--- src/rtl/grid_render_pkg.sv ---
// grid_render_pkg: default geometry, pitch constants, pixel coordinate widths
// and small helpers shared by the grid sprite renderer files.
package grid_render_pkg;

   localparam int DEF_GRID_ROWS   = 5;
   localparam int DEF_GRID_COLS   = 10;
   localparam int DEF_CELL_W      = 30;
   localparam int DEF_CELL_H      = 20;
   localparam int DEF_GAP_X       = 10;
   localparam int DEF_GAP_Y       = 10;
   localparam int DEF_PLAYER_W    = 30;
   localparam int DEF_PLAYER_H    = 20;
   localparam int DEF_NUM_BULLETS = 4;
   localparam int DEF_BULLET_W    = 2;
   localparam int DEF_BULLET_H    = 8;

   localparam int DEF_PITCH_X = DEF_CELL_W + DEF_GAP_X;
   localparam int DEF_PITCH_Y = DEF_CELL_H + DEF_GAP_Y;

   // Column positions and both pixel counters are 10 bits, row positions 9,
   // and every right/bottom bound is formed 11 bits wide so it cannot wrap.
   localparam int POS_X_W = 10;
   localparam int POS_Y_W = 9;
   localparam int EXT_W   = 11;

   function automatic int clog2(input int value);
      int result = 0;
      for (int v = value - 1; v > 0; v = v >> 1) result++;
      return result;
   endfunction

   // Index width that stays at least one bit for single-entry ranges
   function automatic int idx_width(input int count);
      return (clog2(count) > 0) ? clog2(count) : 1;
   endfunction

   // Half-open span test start <= pos < start + len, all at the wide width
   function automatic logic in_span(input logic [EXT_W-1:0] pos,
                                    input logic [EXT_W-1:0] start,
                                    input logic [EXT_W-1:0] len);
      return (pos >= start) && (pos < start + len);
   endfunction

endpackage

--- src/rtl/grid_cell_locator.sv ---
// grid_cell_locator: maps an offset from the grid origin onto a cell index
// along one axis using parallel compares against multiples of the pitch.
module grid_cell_locator
   import grid_render_pkg::*;
#(
   parameter int PITCH = DEF_PITCH_X,
   parameter int SIZE  = DEF_CELL_W,
   parameter int COUNT = DEF_GRID_COLS,
   parameter int IDX_W = idx_width(DEF_GRID_COLS)
)(
   input  logic [EXT_W-1:0] offset,
   output logic [IDX_W-1:0] index,
   output logic             in_sprite,
   output logic             in_range
);

   genvar gi;

   logic [COUNT-1:0] at_or_past;
   logic [31:0]      offset_w;
   logic [31:0]      cell_base;

   assign offset_w = 32'(offset);

   for (gi = 0; gi < COUNT; gi++) begin : g_threshold
      assign at_or_past[gi] = offset_w >= 32'(gi * PITCH);
   end

   // The highest threshold crossed selects the cell and its left/top edge
   always_comb begin
      index     = '0;
      cell_base = '0;
      for (int k = 0; k < COUNT; k++) begin
         if (at_or_past[k]) begin
            index     = IDX_W'(k);
            cell_base = 32'(k * PITCH);
         end
      end
   end

   assign in_range  = offset_w < 32'(COUNT * PITCH);
   assign in_sprite = (offset_w - cell_base) < 32'(SIZE);

endmodule

--- src/rtl/grid_sprite_renderer.sv ---
// grid_sprite_renderer: 3-stage pixel pipeline drawing an alien grid (R),
// a player (G) and bullets (B) from per-frame shadow copies of the inputs.
// Optional feature macro GRID_RENDER_COLLISION_EN adds per-bullet alien-hit
// reporting on CollisionMask; without it CollisionMask is tied to 0.
module grid_sprite_renderer
   import grid_render_pkg::*;
#(
   parameter int GRID_ROWS   = DEF_GRID_ROWS,
   parameter int GRID_COLS   = DEF_GRID_COLS,
   parameter int CELL_W      = DEF_CELL_W,
   parameter int CELL_H      = DEF_CELL_H,
   parameter int GAP_X       = DEF_GAP_X,
   parameter int GAP_Y       = DEF_GAP_Y,
   parameter int PLAYER_W    = DEF_PLAYER_W,
   parameter int PLAYER_H    = DEF_PLAYER_H,
   parameter int NUM_BULLETS = DEF_NUM_BULLETS,
   parameter int BULLET_W    = DEF_BULLET_W,
   parameter int BULLET_H    = DEF_BULLET_H
)(
   input  logic                           Clk,
   input  logic                           Reset,
   input  logic                           FrameStart,
   input  logic [GRID_ROWS*GRID_COLS-1:0] Aliens_Grid,
   input  logic [POS_Y_W-1:0]             AliensRow,
   input  logic [POS_X_W-1:0]             AliensCol,
   input  logic [POS_Y_W-1:0]             PlayerRow,
   input  logic [POS_X_W-1:0]             PlayerCol,
   input  logic [POS_Y_W*NUM_BULLETS-1:0] BulletRow,
   input  logic [POS_X_W*NUM_BULLETS-1:0] BulletCol,
   input  logic [NUM_BULLETS-1:0]         BulletExists,
   input  logic [POS_X_W-1:0]             CounterX,
   input  logic [POS_X_W-1:0]             CounterY,
   input  logic                           inDisplayArea,
   output logic                           R,
   output logic                           G,
   output logic                           B,
   output logic [NUM_BULLETS-1:0]         CollisionMask
);

   genvar gi;

   localparam int PITCH_X    = CELL_W + GAP_X;
   localparam int PITCH_Y    = CELL_H + GAP_Y;
   localparam int COL_W      = idx_width(GRID_COLS);
   localparam int ROW_W      = idx_width(GRID_ROWS);
   localparam int CELLS      = GRID_ROWS * GRID_COLS;
   localparam int CELL_IDX_W = idx_width(CELLS);

   logic [CELLS-1:0]               grid_reg;
   logic [POS_Y_W-1:0]             aliens_row_reg, player_row_reg;
   logic [POS_X_W-1:0]             aliens_col_reg, player_col_reg;
   logic [POS_Y_W*NUM_BULLETS-1:0] bullet_row_reg;
   logic [POS_X_W*NUM_BULLETS-1:0] bullet_col_reg;
   logic [NUM_BULLETS-1:0]         bullet_exists_reg;

   // Shadow copies taken at frame start; FrameStart arrives in vertical
   // blank, so pixels still in flight at that moment are invisible anyway
   always_ff @(posedge Clk or posedge Reset) begin
      if (Reset) begin
         grid_reg          <= '0;
         aliens_row_reg    <= '0;
         aliens_col_reg    <= '0;
         player_row_reg    <= '0;
         player_col_reg    <= '0;
         bullet_row_reg    <= '0;
         bullet_col_reg    <= '0;
         bullet_exists_reg <= '0;
      end else if (FrameStart) begin
         grid_reg          <= Aliens_Grid;
         aliens_row_reg    <= AliensRow;
         aliens_col_reg    <= AliensCol;
         player_row_reg    <= PlayerRow;
         player_col_reg    <= PlayerCol;
         bullet_row_reg    <= BulletRow;
         bullet_col_reg    <= BulletCol;
         bullet_exists_reg <= BulletExists;
      end
   end

   // ---------------- Stage 1: offsets from the grid origin ----------------
   logic [EXT_W-1:0]   dx_next, dy_next, dx_reg, dy_reg;
   logic               x_borrow_reg, y_borrow_reg, vis1_reg;
   logic [POS_X_W-1:0] px_reg, py_reg;

   assign dx_next = {1'b0, CounterX} - {1'b0, aliens_col_reg};
   assign dy_next = {1'b0, CounterY} - {2'b0, aliens_row_reg};

   // Register offsets, their borrow (pixel left of / above the grid) and the pixel
   always_ff @(posedge Clk or posedge Reset) begin
      if (Reset) begin
         dx_reg       <= '0;
         dy_reg       <= '0;
         x_borrow_reg <= 1'b0;
         y_borrow_reg <= 1'b0;
         px_reg       <= '0;
         py_reg       <= '0;
         vis1_reg     <= 1'b0;
      end else begin
         dx_reg       <= dx_next;
         dy_reg       <= dy_next;
         x_borrow_reg <= dx_next[EXT_W-1];
         y_borrow_reg <= dy_next[EXT_W-1];
         px_reg       <= CounterX;
         py_reg       <= CounterY;
         vis1_reg     <= inDisplayArea;
      end
   end

   // ---------------- Stage 2: cell resolve, player/bullet compares --------
   logic [COL_W-1:0]       col_next, col_reg;
   logic [ROW_W-1:0]       row_next, row_reg;
   logic                   x_sprite, x_range, y_sprite, y_range;
   logic                   player_next;
   logic [NUM_BULLETS-1:0] bullet_next;

   grid_cell_locator #(
      .PITCH (PITCH_X), .SIZE (CELL_W), .COUNT (GRID_COLS), .IDX_W (COL_W)
   ) u_loc_x (
      .offset (dx_reg), .index (col_next), .in_sprite (x_sprite), .in_range (x_range)
   );

   grid_cell_locator #(
      .PITCH (PITCH_Y), .SIZE (CELL_H), .COUNT (GRID_ROWS), .IDX_W (ROW_W)
   ) u_loc_y (
      .offset (dy_reg), .index (row_next), .in_sprite (y_sprite), .in_range (y_range)
   );

   assign player_next = in_span({1'b0, px_reg}, {1'b0, player_col_reg}, EXT_W'(PLAYER_W)) &&
                        in_span({1'b0, py_reg}, {2'b0, player_row_reg}, EXT_W'(PLAYER_H));

   for (gi = 0; gi < NUM_BULLETS; gi++) begin : g_bullet
      assign bullet_next[gi] = bullet_exists_reg[gi] &&
         in_span({1'b0, px_reg}, {1'b0, bullet_col_reg[gi*POS_X_W +: POS_X_W]}, EXT_W'(BULLET_W)) &&
         in_span({1'b0, py_reg}, {2'b0, bullet_row_reg[gi*POS_Y_W +: POS_Y_W]}, EXT_W'(BULLET_H));
   end

   logic                   x_in_reg, y_in_reg, player_reg, vis2_reg;
   logic [NUM_BULLETS-1:0] bullet_reg;

   // Register per-axis "inside a live-able sprite" flags and shape compares
   always_ff @(posedge Clk or posedge Reset) begin
      if (Reset) begin
         col_reg    <= '0;
         row_reg    <= '0;
         x_in_reg   <= 1'b0;
         y_in_reg   <= 1'b0;
         player_reg <= 1'b0;
         bullet_reg <= '0;
         vis2_reg   <= 1'b0;
      end else begin
         col_reg    <= col_next;
         row_reg    <= row_next;
         x_in_reg   <= x_sprite & x_range & ~x_borrow_reg;
         y_in_reg   <= y_sprite & y_range & ~y_borrow_reg;
         player_reg <= player_next;
         bullet_reg <= bullet_next;
         vis2_reg   <= vis1_reg;
      end
   end

   // ---------------- Stage 3: grid lookup and colour outputs -------------
   logic [CELL_IDX_W-1:0] cell_idx;
   logic                  alien_hit;

   // The locators never report an index past the last cell, so this stays in range
   assign cell_idx  = CELL_IDX_W'(32'(row_reg) * 32'(GRID_COLS) + 32'(col_reg));
   assign alien_hit = vis2_reg & x_in_reg & y_in_reg & grid_reg[cell_idx];

   // Colour outputs, each independently masked by the delayed display qualifier
   always_ff @(posedge Clk or posedge Reset) begin
      if (Reset) begin
         R <= 1'b0;
         G <= 1'b0;
         B <= 1'b0;
      end else begin
         R <= alien_hit;
         G <= vis2_reg & player_reg;
         B <= vis2_reg & (|bullet_reg);
      end
   end

`ifdef GRID_RENDER_COLLISION_EN
   logic [NUM_BULLETS-1:0] hit_acc_reg;
   logic [NUM_BULLETS-1:0] hit_now;

   assign hit_now = {NUM_BULLETS{alien_hit}} & bullet_reg;

   // Sticky per-bullet hits; a hit on the FrameStart cycle belongs to the new frame
   always_ff @(posedge Clk or posedge Reset) begin
      if (Reset) begin
         hit_acc_reg   <= '0;
         CollisionMask <= '0;
      end else if (FrameStart) begin
         CollisionMask <= hit_acc_reg;
         hit_acc_reg   <= hit_now;
      end else begin
         hit_acc_reg   <= hit_acc_reg | hit_now;
      end
   end
`else
   assign CollisionMask = '0;
`endif

endmodule

--- config.mk ---
export PLATFORM = sky130hd
export DESIGN_NAME = grid_sprite_renderer
export DESIGN_NICKNAME = d
export VERILOG_FILES = /design/src/rtl/grid_render_pkg.sv /design/src/rtl/grid_cell_locator.sv /design/src/rtl/grid_sprite_renderer.sv
export SDC_FILE = /design/constraint.sdc
export NUM_CORES = 1
export LEC_CHECK = 0
export ABC_AREA = 1
export BUFFER_PORTS_ARGS = -buffer_cell sky130_fd_sc_hd__buf_2
export CORE_AREA = 2 2 185 187
export DETAILED_ROUTE_END_ITERATION = 6
export DIE_AREA = 0 0 187 189
export GPL_TIMING_DRIVEN = 0
export PLACE_DENSITY = 0.62
export SKIP_CTS_REPAIR_TIMING = 1
export SYNTH_ARGS = -nofsm -noshare
export SYNTH_HDL_FRONTEND = slang
export SYNTH_SLANG_ARGS = --single-unit
--- constraint.sdc ---
create_clock -name Clk -period 12.6 [get_ports Clk]
set_clock_uncertainty 0.15 [all_clocks]
set_input_delay 3.78 -clock Clk [delete_from_list [all_inputs] [get_ports Clk]]
set_output_delay 3.78 -clock Clk [all_outputs]
set_load 0.01 [all_outputs]
==> results by group <==
GRT
  – Global-route wire length before repair: 65690 um
  – GR Util All Layers: roughly 23%
  – Initial antenna violation count: 0
  – Gr ovfl total: 0
  – Vias in the first global route: between 10k and 15k
  – Largest net degree at the start of global routing: between 100 and 150

Worst setup path
  – Kind of critical path: in2reg
  – CP startpoint kind: input port
  – Top fanout value on the critical path: 3
  – Reg2reg setup slack: 9260 ps
  – CP arrival: ~5500 ps
  – Crit path capture type: register
  – Req. time, crit path: between 10000 and 15000 ps

Place
  – Port bufs: roughly 190
  – Hpwl dp: approximately 31000 um
  – Pre-CTS WS: approximately 6900 ps
  – Routability Congestion: 0.8986

Route
  – DRC Markers: 0
  – Drt via density: around 5.2
  – Routed wire length: between 40000 and 50000 um
  – Initial drt markers: about 540
  – WL per Instance: 16.17 um
  – Final ANT Viol Nets: 0
  – Routed vias: 13.13k
  – First-pass iteration count of the detailed router: 5

Worst hold path
  – Hold Path Class: reg2reg

Yosys
  – #FFs+latches synth: 227
  – Netlist cell types: 46
  – EDFF count, synth: 0
  – FFs w/ async S/R, synth: 100.0%
  – Seq/Total Area, Yosys: 36.83%
  – Post-Syn Area per Cell: around 8.4 um^2
  – Gate Count Post-Synth: about 1.8k
  – Synth warnings: 0
  – Ys flop type: dfrtp_1
  – Post-Syn Area: between 0.015 and 0.02 mm^2

Clock tree
  – Clock sink total: 227
  – H-tree depth: 1
  – Bufs on Longest Clock Path: 3
  – CTS tree: done
  – Clock slew at reported path FFs: about 60 ps
  – Clock Latency Late Sink: approximately 550 ps
  – Num CTS Buffers: 28
  – Root Buffer: clkbuf_16

Run
  – Max Cap Viol: 0

Floorplan
  – Ports: roughly 200
  – Die area: around 0.035 mm^2
  – Die span in x: approximately 190 um
  – # rows: 67
  – Initial Util: 46.34%
  – Die height: between 150 and 200 um
  – Core Area: 0.03328 mm^2

STA
  – Rel. slew slack: a little under a third
  – Final period util: a little over 40%
  – RSZ-0062 raised after global routing: false
  – Setup ws final: 7386 ps
  – Endpoints failing setup: 0
  – Fin Hold WS: roughly 210 ps
  – Tmin final: about 5200 ps
  – Fmax: about 190 MHz
  – Fin. max-slew vios: 0
  – Slew @ Worst Pin: between 1000 and 1500 ps
  – Hold Violations, Final: 0

Power
  – Total power: between 2000 and 2500 uW
  – VDD IR-drop max: approximately 100 uV
  – Leakage: roughly 0.0090 uW
  – P per Cell Area: approximately 130 mW/mm^2

Final layout
  – Fin util: 53.97%
  – Nets: about 2.5k
  – Area added between synthesis and finish: 16.45%
  – # diodes: 0
  – Largest register FFs: 50
  – Layout cells sized above 1: 15.81%

Run status
  – Status: finished clean
==> cells in the final DEF (no fill, tap or decap), types with 3 or more instances in the layout <==
cell,Yosys,layout
nand2_2,3,3
nand3_1,65,65
mux2_2,36,36
nand2_4,4,4
buf_2,20,213
bufinv_16,0,3
o21a_1,6,6
o21ai_0,192,192
o221ai_1,4,4
inv_2,4,4
a21oi_1,125,125
a211oi_1,11,11
nand4_1,24,24
a21o_1,5,5
nor4_1,12,12
xnor2_1,15,15
xor2_1,63,63
nand2_1,344,344
nor3_2,3,3
clkbuf_1,20,24
nor3_1,28,28
clkbuf_16,0,29
nand3_2,3,3
o21bai_1,6,6
clkbuf_8,0,6
inv_1,236,235
clkinv_2,0,7
fa_1,5,5
nor2_1,106,106
buf_4,5,5
a31oi_1,5,5
o211ai_1,12,12
ha_1,222,222
conb_1,1,4
dfrtp_1,227,227
==> logic make-up after synthesis <==
kind of cell | count (synthesis) | synth area share (%)
AND/OR/NAND/NOR | 605 | 17.14
XOR/XNOR | 78 | 4.429
other | 1 | 0.02431
adder cells (fa/ha/maj) | 227 | 18.66
multiplexers | 36 | 2.628
AO/OA/AOI/OAI | 374 | 13.07
flip-flops | 227 | 36.83
buffers and inverters | 285 | 7.220
==> power by group <==
| part | internal [uW] | switching (uW) |
|---|---|---|
| registers | 807 | 72.9 |
| clock network | 515 | 321 |
| logic | 272 | 430 |
==> layout make-up <==
cell class                      instances  area, um^2
Buffer                                 45       212.7
Clock buffer                           39       823.3
Clock inverter                         12       141.4
Fill cell                            3155       15320
Inverter                              240       908.4
Multi-Input combinational cell       1324        8641
Sequential cell                       227        5680
Tap cell                              448       560.5
Timing Repair Buffer                  194       993.5
==> layer usage <==
metal	wire length (um)	GRT usage, %	vias to the layer above
met4	962	6.013	0
met3	1716	2.354	57
li1	-	-	6573
met5	0	0	-
met1	19470	32.56	6212
met2	18750	38.28	292
==> critical path, cell delays in order <==
cell and delay [ps]:
buf_2 110, inv_1 50, ha_1 230, fa_1 410, inv_1 100, nand3_1 70, nand2_1 110, nand2_1 60
nand2_1 70, a21oi_1 100, o21ai_0 160, nand2_1 60, nand2_1 70, xor2_1 170
==> worst paths after layout <==
path                                startpoint                            end  cells after the start
min                         vis1_reg$_DFF_PP0_             vis2_reg$_DFF_PP0_                      0
max                                CounterX[0]            dx_reg[8]$_DFF_PP0_                     14
min reg2reg                 vis1_reg$_DFF_PP0_             vis2_reg$_DFF_PP0_                      0
max in group asynchronous                Reset  player_row_reg[4]$_DFFE_PP0P_                      3
min in group asynchronous                Reset       grid_reg[33]$_DFFE_PP0P_                      2
max reg2reg                dx_reg[9]$_DFF_PP0_             x_in_reg$_DFF_PP0_                     17
==> stage by stage <==
stage | cell area, um^2 | std cells | TNS [ps]
floorplan | 15430 | 1836 | 0
global placement | 16960 | 2477 | -49730
detailed placement | 17000 | 2478 | 0
CTS | 17960 | 2529 | 0
global route | 17960 | 2529 | 0
finish | 17960 | 2529 | 0
==> cell usage after synthesis (2+ instances only) <==
master / n / share of area (%)
o211ai_1: 12 / 0.58
dfrtp_1: 227 / 37
xnor2_1: 15 / 0.85
nor4_1: 12 / 0.49
o2111ai_1: 2 / 0.11
inv_1: 236 / 5.7
a211oi_1: 11 / 0.54
a21oi_1: 125 / 4.1
mux2_2: 36 / 2.6
inv_2: 4 / 0.097
nand2_4: 4 / 0.29
nor2_1: 106 / 2.6
nor2_2: 2 / 0.081
buf_4: 5 / 0.24
xor2_1: 63 / 3.6
o221ai_1: 4 / 0.23
nand3_2: 3 / 0.19
o21ai_1: 2 / 0.065
nand3b_1: 2 / 0.097
ha_1: 222 / 18
a21o_1: 5 / 0.24
o21bai_1: 6 / 0.29
nand2_2: 3 / 0.12
a31oi_1: 5 / 0.20
nand4_1: 24 / 0.97
nand3_1: 65 / 2.1
clkbuf_1: 20 / 0.49
o31ai_1: 2 / 0.097
fa_1: 5 / 0.65
buf_2: 20 / 0.65
o21ai_0: 192 / 6.2
nor2_8: 2 / 0.26
nand2_1: 344 / 8.4
nor3_2: 3 / 0.19
nor3_1: 28 / 0.91
o21a_1: 6 / 0.29
No activity file was read; power rests on OpenSTA's default activity.
